$ cat config.mk
export PLATFORM = sky130hd
export DESIGN_NAME = reg_file_flat
export DESIGN_NICKNAME = d
export VERILOG_FILES = /design/src/rtl/reg_file_if.sv /design/src/rtl/reg_file.sv /design/src/flat_wrapper.sv
export SDC_FILE = /design/constraint.sdc
export NUM_CORES = 1
export LEC_CHECK = 0
export CORE_UTILIZATION = 55
export DETAILED_ROUTE_END_ITERATION = 10
export GPL_ROUTABILITY_DRIVEN = 0
export HOLD_SLACK_MARGIN = 0.06
export PLACE_DENSITY = 0.75
export SLEW_MARGIN = 20
export SYNTH_ARGS = -nofsm -noshare
export SYNTH_HDL_FRONTEND = slang
export SYNTH_SLANG_ARGS = --single-unit
export TNS_END_PERCENT = 30
$ cat constraint.sdc
create_clock -name clk -period 4.3 [get_ports clk]
set_clock_uncertainty 0.15 [all_clocks]
set_input_delay 0.86 -clock clk [delete_from_list [all_inputs] [get_ports clk]]
set_output_delay 0.86 -clock clk [all_outputs]
set_load 0.01 [all_outputs]
$ cat src/rtl/reg_file_if.sv
// Register file bus: decode read ports, write-back write port, and status.
interface reg_file_if #(
  parameter int ADDR_WIDTH = 5,
  parameter int DATA_WIDTH = 32
);
  logic                  read_en_1;
  logic [ADDR_WIDTH-1:0] read_addr_1;
  logic [DATA_WIDTH-1:0] read_data_1;
  logic                  read_en_2;
  logic [ADDR_WIDTH-1:0] read_addr_2;
  logic [DATA_WIDTH-1:0] read_data_2;
  logic                  write_en;
  logic [ADDR_WIDTH-1:0] write_addr;
  logic [DATA_WIDTH-1:0] write_data;
  logic                  busy;
  logic                  write_dropped;

  modport master (
    output read_en_1, read_addr_1, read_en_2, read_addr_2,
           write_en, write_addr, write_data,
    input  read_data_1, read_data_2, busy, write_dropped
  );

  modport slave (
    input  read_en_1, read_addr_1, read_en_2, read_addr_2,
           write_en, write_addr, write_data,
    output read_data_1, read_data_2, busy, write_dropped
  );
endinterface

$ cat src/rtl/reg_file.sv
// General-purpose register file: 2 combinational read ports with write
// bypass, 1 write port, r0 hardwired to zero, and a post-reset clear
// sequencer that zeroes the array one entry per cycle.

// One read port: gating, bypass and storage select.
module reg_file_rd_port #(
  parameter int ADDR_WIDTH = 5,
  parameter int DATA_WIDTH = 32
) (
  input  logic                  en,
  input  logic [ADDR_WIDTH-1:0] addr,
  input  logic                  busy,
  input  logic                  we,
  input  logic [ADDR_WIDTH-1:0] waddr,
  input  logic [DATA_WIDTH-1:0] wdata,
  input  logic [DATA_WIDTH-1:0] stored,
  output logic [DATA_WIDTH-1:0] data
);
  // Priority: forced zero, then same-cycle write bypass, then storage.
  always_comb begin
    data = stored;
    if (!en || addr == '0 || busy) data = '0;
    else if (we && waddr == addr)  data = wdata;
  end
endmodule

module reg_file #(
  parameter int ADDR_WIDTH = 5,
  parameter int DATA_WIDTH = 32
) (
  input  logic         clk,
  input  logic         rst,
  reg_file_if.slave    bus
);
  localparam int DEPTH = 1 << ADDR_WIDTH;
  localparam logic [ADDR_WIDTH-1:0] LAST_IDX = '1;
  localparam logic [ADDR_WIDTH-1:0] FIRST_IDX = ADDR_WIDTH'(1);

  typedef enum logic {CLEAR, IDLE} state_t;

  state_t                state;
  logic [ADDR_WIDTH-1:0] clr_idx;
  logic                  write_dropped;

  // Entry 0 is never written and never selected (r0 reads are forced to
  // zero), so it trims away; the array carries no reset so it can map to RAM.
  logic [DATA_WIDTH-1:0] regs [DEPTH];

  logic wr_valid;
  assign wr_valid = bus.write_en && (bus.write_addr != '0);

  // Clear sequencer and sticky dropped-write flag.
  always_ff @(posedge clk) begin
    if (!rst) begin
      state         <= CLEAR;
      clr_idx       <= FIRST_IDX;
      write_dropped <= 1'b0;
    end else if (state == CLEAR) begin
      clr_idx <= clr_idx + 1'b1;
      if (clr_idx == LAST_IDX) state <= IDLE;
      if (wr_valid) write_dropped <= 1'b1;
    end
  end

  // Array write: clear entry while sequencing, otherwise the write-back port.
  always_ff @(posedge clk) begin
    if (rst) begin
      if (state == CLEAR) regs[clr_idx] <= '0;
      else if (wr_valid)  regs[bus.write_addr] <= bus.write_data;
    end
  end

  assign bus.busy          = (state == CLEAR);
  assign bus.write_dropped = write_dropped;

  logic [1:0]                 rd_en;
  logic [1:0][ADDR_WIDTH-1:0] rd_addr;
  logic [1:0][DATA_WIDTH-1:0] rd_data;
  logic [1:0][DATA_WIDTH-1:0] rd_stored;

  assign rd_en   = {bus.read_en_2, bus.read_en_1};
  assign rd_addr = {bus.read_addr_2, bus.read_addr_1};

  for (genvar p = 0; p < 2; p++) begin : g_rd
    assign rd_stored[p] = regs[rd_addr[p]];
    reg_file_rd_port #(
      .ADDR_WIDTH (ADDR_WIDTH),
      .DATA_WIDTH (DATA_WIDTH)
    ) u_port (
      .en     (rd_en[p]),
      .addr   (rd_addr[p]),
      .busy   (bus.busy),
      .we     (bus.write_en),
      .waddr  (bus.write_addr),
      .wdata  (bus.write_data),
      .stored (rd_stored[p]),
      .data   (rd_data[p])
    );
  end

  assign bus.read_data_1 = rd_data[0];
  assign bus.read_data_2 = rd_data[1];
endmodule

$ cat src/flat_wrapper.sv
// flat-port wrapper written by rule: the top's interface ports become plain ports
module reg_file_flat 
#(
  parameter int ADDR_WIDTH = 5,
  parameter int DATA_WIDTH = 32
)
  (clk, rst, bus_read_en_1, bus_read_addr_1, bus_read_en_2, bus_read_addr_2, bus_write_en, bus_write_addr, bus_write_data, bus_read_data_1, bus_read_data_2, bus_busy, bus_write_dropped);
  reg_file_if #(.ADDR_WIDTH(ADDR_WIDTH), .DATA_WIDTH(DATA_WIDTH)) bus_i ();
  input  logic clk;
  input  logic rst;
  input wire logic [$bits(bus_i.read_en_1)-1:0] bus_read_en_1;
  input wire logic [$bits(bus_i.read_addr_1)-1:0] bus_read_addr_1;
  input wire logic [$bits(bus_i.read_en_2)-1:0] bus_read_en_2;
  input wire logic [$bits(bus_i.read_addr_2)-1:0] bus_read_addr_2;
  input wire logic [$bits(bus_i.write_en)-1:0] bus_write_en;
  input wire logic [$bits(bus_i.write_addr)-1:0] bus_write_addr;
  input wire logic [$bits(bus_i.write_data)-1:0] bus_write_data;
  output wire logic [$bits(bus_i.read_data_1)-1:0] bus_read_data_1;
  output wire logic [$bits(bus_i.read_data_2)-1:0] bus_read_data_2;
  output wire logic [$bits(bus_i.busy)-1:0] bus_busy;
  output wire logic [$bits(bus_i.write_dropped)-1:0] bus_write_dropped;
  assign bus_i.read_en_1 = bus_read_en_1;
  assign bus_i.read_addr_1 = bus_read_addr_1;
  assign bus_i.read_en_2 = bus_read_en_2;
  assign bus_i.read_addr_2 = bus_read_addr_2;
  assign bus_i.write_en = bus_write_en;
  assign bus_i.write_addr = bus_write_addr;
  assign bus_i.write_data = bus_write_data;
  assign bus_read_data_1 = bus_i.read_data_1;
  assign bus_read_data_2 = bus_i.read_data_2;
  assign bus_busy = bus_i.busy;
  assign bus_write_dropped = bus_i.write_dropped;
  reg_file #(.ADDR_WIDTH(ADDR_WIDTH), .DATA_WIDTH(DATA_WIDTH)) u_core (.clk(clk), .rst(rst), .bus(bus_i));
endmodule
Yosys cells after proc, flatten, opt, wreduce, memory -nomap -nowiden
Memory sizes are Yosys's and may differ from the RTL's.
Cells that the tools add are included.
- memories kept: 1
- input bits: 52
- memory bits (writable): 1024
- register bits: 7
- logic and storage cells: 39
- output and inout port bits: 66
- memory list (name ; words ; bits a word ; read ports ; clocked after Yosys merged registers in ; wr ports ; RTL line ; source):
    u_core.regs ; 32 ; 32 ; 2 ; 0 ; 1 ; reg_file.sv:47 ; logic [DATA_WIDTH-1:0] regs [DEPTH];
- muxes and demuxes: 16
- bitwise gates (word level): 1
- equal/unequal tests: 3
- add/sub/neg operators: 1
- reductions and logical operators: 14
- operators with widths (operator ; count):
    32-bit two-way mux ; 5
    32-bit OR reduction ; 1
    5-bit equality test ; 2
    5-bit logical NOT ; 2
    1-bit two-way mux ; 10
    5-bit by 1-bit adder with 5-bit output, second input constant ; 1
    5-bit equality test, second input constant ; 1
    5-bit two-way mux ; 1
    5-bit nonzero test ; 1
    1-bit logical OR ; 4
    1-bit logical AND ; 3
    1-bit logical NOT ; 2
    2-bit AND reduction ; 1
    1-bit inverter ; 1

Depth between registers and ports, before layout
Gate-level depths: netlist (run 1).
- word-level depth: 8
- depth in mapped cells: 10
- depth with buffers taken out: 5

By module
Synthesis (run 1) repeated with hierarchy kept, for this count alone.
- cell total of the unflattened synthesis: 3742
- area total of the unflattened synthesis: 50539.7 um2
- by module, submodules not included (module ; cells each ; sequential area each (um2) ; area each (um2) ; times used):
    reg_file ; 3494 ; 30889.6 ; 49231.0 ; 1
    reg_file_rd_port ; 124 ; 0.0 ; 654.4 ; 2

Worst setup path before layout (run 1)
OpenSTA, ideal clock, no wires.
- path type: input port to flip-flop
- start point: input bus_write_addr[2]
- end point: memory u_core.regs[15][0] (enable)
- arrival time: 3.890 ns
- path slack: -0.161 ns
- cell stages on the path: 7
- path through: buf_2 -> or3_1 -> o311a_1 -> mux2i_1 -> or3b_2 -> buf_2 -> nor2_1
- longest elaborated chain between the ends: 8
- elaborated cells on any way between the ends: 9
- ends and longest elaborated chain (element ; RTL line ; source):
    start: declaration ; flat_wrapper.sv:16 ; input wire logic [$bits(bus_i.write_addr)-1:0] bus_write_addr;
    5-bit nonzero test ; reg_file.sv:50 ; assign wr_valid = bus.write_en && (bus.write_addr != '0);
    1-bit logical AND ; reg_file.sv:50 ;
    1-bit two-way mux ; reg_file.sv:69 ; else if (wr_valid) regs[bus.write_addr] <= bus.write_data;
    1-bit two-way mux ; reg_file.sv:68 ; if (state == CLEAR) regs[clr_idx] <= '0;
    1-bit two-way mux ; reg_file.sv:67 ; if (rst) begin
    1-bit two-way mux (implied by the code) ; reg_file.sv:69 ;
    32-bit OR reduction (no line) ; - ;
    5-bit two-way mux (no line) or 1-bit two-way mux (tied branches) ; - ;
    end: declaration ; reg_file.sv:47 ;
Several ways; a longest one is shown, not always the timed one.

Worst setup path in the final report (run 1)
- start point: input bus_write_addr[0]
- end point: output bus_read_data_1[6]
- longest elaborated chain between the ends: 4
- ends and longest elaborated chain (element ; RTL line ; source):
    5-bit equality test ; reg_file.sv:23 ; else if (we && waddr == addr) data = wdata;
    1-bit logical AND ; reg_file.sv:23 ;
    32-bit two-way mux ; reg_file.sv:23 ;
    32-bit two-way mux ; reg_file.sv:22 ; if (!en || addr == '0 || busy) data = '0;
    end: declaration ; flat_wrapper.sv:18 ; output wire logic [$bits(bus_i.read_data_1)-1:0] bus_read_data_1;
Every way passes these cells.

==> metrics.md, run 1 <==
| Metric | Value |
|---|---|
| Starting density of the core | approximately 56% |
| Vias/cell | 7.463 |
| Clock power frac | between 40 and 50% |
| Status | finished, violations left |
| Initial DRC count | 5116 |
| CP delay by family, top | buffers and inverters |
| Total GRT Usage | 35.45% |
| Clk sinks | 1031 |
| Peak VDD IR | between 0.0003 and 0.0004 V |
| Final setup vio count | 1 |
| Clk root buf | clkbuf_16 |
| Core Rows | 108 |
| Slew Viols, Final | 0 |
| Height of the chip | between 200 and 300 um |
| Top Ports | 118 |
| Clock slew at reported path FFs | 0.06 ns |
| Crit-path cells | clkdlybuf4s50_1 > buf_4 > xnor2_1 > nand4_1 > nor4b_4 > buf_4 > clkbuf_16 > a32o_2 > dlygate4sd2_1 |
| DR pass1 iterations | 9 |
| Max-cap viol count | 0 |
| Syn_area_per_cell | 17.79 um^2 |
| Synth Warn # | 0 |
| IO Port Bufs | approximately 120 |
| Overall power | 22.42 mW |
| Vias in the first global route | 32830 |
| Post-synth net total | 2798 |
| Final setup margin | -0.01010 ns |
| Antenna-violating nets left | 0 |
| Reg power frac | around half |
| Drt wl/cell | approximately 37 um |
| Die W | 299.9 um |
| EDFF count, synth | a little over 1000 |
| Worst path buffer plus inverter count | 5 |
| Slew @ Worst Pin | 1.095 ns |
| Startpoint types | input port |
| Leakage | between 15 and 20 nW |
| Critical path type | input port to primary output |
| DIE AREA | 89960 um^2 |
| Most Frequent Cell on Critical Path | buf_4 |
| Switching share of power | 22.31% |
| Final design utilization | 67.53% |
| Final HPWL DP | 99170 um |
| First-pass GRT wire length | 227500 um |
| Tmin final | 4.310 ns |
| Initial antenna violation count | 2 |
| WL final | between 150000 and 200000 um |
| CTS Hold Bufs | 0 |
| Cell variety after synth | 54 |
| Clk_lat worst skew | 0.67 ns |
| Relative slew slack | 26.01% |
| CTS Buffer Depth | 3 |
| Worst path required time | 3.29 ns |
| Syn Inst Count | roughly 2700 |
| Area grow syn2layout | 20.75% |
| Post-synth top flop | edfxtp_1 |
| Most frequent cells in the layout | edfxtp_1, mux2i_1, mux4_2 |
| Async SR Flop Fraction | 0% |
| CP Capture Type | primary output |
| Antenna Cells | 0 |
| Critical Path Fanout Max | 10 |
| Max incr delay on CP | 0.47 ns |
| Detailed-route via count | 32700 |
| Worst Path Arrival | roughly 3.3 ns |
| Hold WC Path Type | register to register |
| Area of the core | 87290 um^2 |
| Combinational share of power | 7.7% |
| Sw power | roughly 5.0 mW |
| Seq/Total Area, Yosys | a little over three fifths |
| Final Cycle Share | 100.2% |
| Failing checks | negative setup slack |
| Final Hold Violating Endpoints | 0 |
| Pwr dens | 380.4 nW/um^2 |
| Remaining DRCs | 0 |
| TritonCTS Buffers | 105 |
| Crit-path slowest cell | clkdlybuf4s50_1 |
| Fmax | 232.0 MHz |
| Commonest non-fill, non-tap cell in the layout | edfxtp_1 |
| Synth Cell Area | 48820 um^2 |
| Hold_ws | 0.3422 ns |
| Synth Register Bits | 1031 |
| Htree depth | 3 |
| Pin count of the biggest net entering global routing | 48 |
| CTS tree | built |
| Internal power | 17.42 mW |
| Share of layout cells above drive strength 1 | 32.35% |
| Fin nets | 3193 |
| Grt ovf | 0 |
-- power by group through the flow --
stage	Sequential (mW)	Combinational [mW]	Clock (mW)
2_1_floorplan	11.2	0.893	0
3_3_place_gp	11.2	1.61	0
3_5_place_dp	11.2	1.63	0
4_1_cts	11.0	1.66	9.69
5_1_grt	11.0	1.76	10.1
6_report	11.0	1.73	9.68
-- path summary, 6_finish.rpt --
kind                                                            start                               endpoint  slack (ns)  depth (start not counted)
worst min-delay path            u_core.bus.write_dropped$_SDFFE_PN0P_  u_core.bus.write_dropped$_SDFFE_PN0P_        0.34                          1
worst max register to register                u_core.state$_SDFF_PN0_          u_core.regs[31][31]$_DFFE_PP_        1.33                          6
worst max-delay path                                bus_write_addr[0]                     bus_read_data_1[6]       -0.01                          9
worst min register to register  u_core.bus.write_dropped$_SDFFE_PN0P_  u_core.bus.write_dropped$_SDFFE_PN0P_        0.34                          1
-- layer usage --
layer	wire (um)	GRT usage (%)	part of all wire (%)
met1	54600	46.47	34
met2	74840	55.19	46
met3	21350	7.804	13
met4	10960	20.41	6.8
met5	31	0	0.019
-- kinds of logic after synthesis --
group / count (synthesis) / share of synthesized area [%]
DFF: 1031 / 63.27
muxes: 747 / 24.34
AOI/OAI and AO/OA: 498 / 7.373
buffers and inverters: 237 / 2.481
and+or+nand+nor: 217 / 2.268
xor gates and xnor gates: 12 / 0.2153
adders and majority gates: 2 / 0.05125
-- layout make-up --
class                   count  area, um^2
fillers                  5493       28340
inverters                   3       11.26
clock inverters            71       919.6
clock buffers             124        2709
well taps                1155        1445
repair buffers            522        5766
multi-input cells        1476       17210
flip-flops and latches   1031       30890
-- worst register-to-register path, stage by stage, from the launching register on --
cell	delay, ns
dfxtp_1	0.35
buf_4	0.20
and2_1	0.15
o311a_2	0.20
buf_4	0.26
buf_4	0.48
and2_1	0.85
-- per-stage QoR --
stage                     std cells  instance area [um^2]  setup WS (ns)  TNS [ns]
after floorplan                2744                 48820        -0.1610    -40.74
after global placement         4161                 54710        -0.2105    -5.657
after detailed placement       4161                 54720        -0.3049    -4.462
after CTS                      4361                 58520       -0.08783   -0.1658
after global routing           4382                 58950       -0.01051  -0.02275
final                          4382                 58950       -0.01010  -0.01010
-- cell usage after synthesis (12+ instances only) --
master,n,area (um^2)
o21ai_0,29,145.1
buf_2,74,370.4
mux2_2,41,461.7
a22oi_1,78,585.6
nand3_1,19,95.09
edfxtp_1,1024,30750
buf_1,14,52.55
a211oi_1,53,397.9
a32o_1,16,160.2
a21oi_1,103,515.5
nand2_1,67,251.5
nor2b_1,17,106.4
mux4_2,348,7838
mux2i_1,358,3583
clkbuf_1,95,356.6
o22ai_1,43,269.0
buf_4,41,307.8
a22o_1,63,551.8
xnor2_1,12,105.1
nor2_1,41,153.9
a221o_1,14,140.1
and2_1,41,256.5
a221oi_1,15,131.4
o221ai_1,44,385.4
-- flip-flops by register name (all words and copies together) (netlist names) --
| name | flops |
|---|---|
| u_core.regs | 1024 |
| u_core.clr_idx | 5 |
| u_core.bus.write_dropped | 1 |
| u_core.state | 1 |
-- repair_timing --
action | CTS | global route
setup buffers | 5 | 15
gates cloned | 1 | 6
resized for setup | 53 | 41
endpoints found under the setup margin | 48 | 37
pin swaps | 3 | 3
Note: power is estimated with default switching activity, not from simulation.
==> run 2: changes to the inputs <==
--- a/config.mk
+++ b/config.mk
@@ -5,11 +5,11 @@
 export SDC_FILE = /design/constraint.sdc
 export NUM_CORES = 1
 export LEC_CHECK = 0
-export CORE_UTILIZATION = 55
+export CORE_UTILIZATION = 50
 export DETAILED_ROUTE_END_ITERATION = 10
 export GPL_ROUTABILITY_DRIVEN = 0
 export HOLD_SLACK_MARGIN = 0.06
-export PLACE_DENSITY = 0.75
+export PLACE_DENSITY = 0.69
 export SLEW_MARGIN = 20
 export SYNTH_ARGS = -nofsm -noshare
 export SYNTH_HDL_FRONTEND = slang
==> metrics.md, run 2 (synthesis gave the netlist of run 1 again) <==
| Metric | Value |
|---|---|
| Status | finished clean |
| Die W | 314.5 um |
| Core Rows | 114 |
| Starting density of the core | between 50% and 60% |
| Initial antenna violation count | 0 |
| Area post-placement | 54890 um^2 |
| CTS tree | built |
| CTS Hold Bufs | 0 |
| Top Ports | 118 |
| Commonest non-fill, non-tap cell in the layout | edfxtp_1 |
| Highest routed layer | met4 |
| Htree depth | 3 |
| Total GRT Usage | around a third |
| Vias/cell | 7.155 |
| Final setup margin | 0.01312 ns |
| Area of the core | between 90000 and 100000 um^2 |
| First-pass GRT wire length | 231500 um |
| CP Capture Type | primary output |
| Detailed-route via count | 32040 |
| Drt wl/cell | 36.76 um |
| Cell area after layout | 58680 um^2 |
| Max reg flops | 1024 |
| Grt ovf | 0 |
| Final Hold Violating Endpoints | 0 |
| Relative slew slack | roughly a quarter |
| Final Cycle Share | 99.69% |
| HP Start | u_core.bus.write_dropped$_SDFFE_PN0P_ |
| Fin cells | 4478 |
| RSZ-0062 raised after global routing | true |
| Worst r2r src | u_core.state$_SDFF_PN0_ |
| Met2 wire length | 76830 um |
| Startpoint types | input port |
| Setup TNS Final | 0 ns |
| Initial DRC count | 5024 |
| Setup WS pre-CTS | -0.4692 ns |
| Reg with most FFs | u_core.regs |
| Routed wl met3 | slightly below 20000 um |
| Critical path type | input port to primary output |
| Filler cells | 6807 |
| Peak VDD IR | 0.0003150 V |
| Final design utilization | 60.68% |
| Clk_lat worst skew | 0.69 ns |
| Hold WC Path Type | register to register |
| Share of layout cells above drive strength 1 | 31.32% |
| Worst Path Arrival | 3.28 ns |
| Max-cap viol count | 0 |
| Final setup vio count | 0 |
| Biggest registers after layout | u_core.regs (1024), u_core.clr_idx (5) |
| Final HPWL DP | 102600 um |
| Vias in the first global route | 32270 |
| Worst path required time | 3.29 ns |
| DIE AREA | 98890 um^2 |
| Pwr dens | 371.6 nW/um^2 |
| Fin nets | 3165 |
| Slew Viols, Final | 0 |
| Most frequent cells in the layout | edfxtp_1, mux2i_1, mux4_2 |
| DR pass1 iterations | 6 |
| WL final | 164600 um |
| M1 WL | 58070 um |
| Clk root buf | clkbuf_16 |
| Tmin final | 4.287 ns |
| Leakage | 19.44 nW |
| Fmax | 233.3 MHz |
| Pin count of the biggest net entering global routing | 49 |
| TritonCTS Buffers | 105 |
| Dpl cells | 4273 |
| Remaining DRCs | 0 |
| Critical path origin | bus_read_addr_2[1] |
| Slew @ Worst Pin | 1.124 ns |
| IO Port Bufs | 117 |
| Area grow syn2layout | 20.20% |
| Clock slew at reported path FFs | ~0.070 ns |
| Critical Path Fanout Max | 38 |
| Clk sinks | 1031 |
| CTS Buffer Depth | 3 |
| Antenna-violating nets left | 0 |
| Height of the chip | between 300 and 400 um |
-- run 2: cell types whose count changed in the layout (fill, tap and decap cells not counted), sizes merged --
| cell | change |
|---|---|
| clkinvlp | -9 |
| clkdlybuf4s50 | +9 |
| dlymetal6s2s | +17 |
| bufinv | -11 |
| clkbuf | +3 |
| bufbuf | +1 |
| clkinv | +12 |
| buf | -24 |
| diode | +3 |
| dlygate4sd2 | -26 |
-- run 2: what timing repair did --
action	in CTS	in global routing
setup endpoints to repair	40	47
pin swaps	2	0
gates resized for setup	26	53
cloned	2	1
setup buffers	3	1
endpoints found under the hold margin	0	0
-- run 2: worst max-delay path, stage by stage --
cell and delay, ns:
buf_8 0.14, buf_12 0.18, buf_12 0.27, buf_4 0.26
mux4_2 0.31, a211oi_1 0.33, a21oi_1 0.13, a22o_1 0.22
clkdlybuf4s50_1 0.48
-- run 2: final timing paths --
path / to / depth (start not counted) / slack (ns)
setup reg to reg: u_core.regs[15][9]$_DFFE_PP_ / 7 / 1.30
hold / removal: u_core.bus.write_dropped$_SDFFE_PN0P_ / 1 / 0.33
setup / recovery: bus_read_data_2[15] / 9 / 0.01
hold reg to reg: u_core.bus.write_dropped$_SDFFE_PN0P_ / 1 / 0.33
-- run 2: per-stage QoR --
stage               total power, mW  hold slack, ns
floorplan                     12.10          0.3373
global placement              12.87          0.3053
CTS                           21.78          0.3272
finish                        21.81          0.3315
global route                  22.26          0.3555
detailed placement            12.89          0.3119
-- run 2: layer usage --
layer / vias to the layer above / GRT usage, %
met5: - / 0
met4: 0 / 18.01
met3: 528 / 6.891
met2: 2559 / 52.27
met1: 16530 / 43.74
li1: 12430 / -
-- run 2: where the power goes --
part	leakage (nW)	internal [mW]	switching (mW)
clock	1.65	5.16	3.89
sequential	9.00	11.0	0.0405
combinational	8.79	0.732	1.01
total	19.4	16.9	4.94
-- run 2: cell type report --
type,instances,area [um^2],area share (%)
flip-flops and latches,1031,30890,52.64
clock inverters,63,535.5,0.9126
well taps,1276,1597,2.721
inverters,3,11.26,0.01919
repair buffers,494,5657,9.640
clock buffers,132,2814,4.795
multi-input cells,1476,17170,29.26
diodes,3,7.507,0.01279
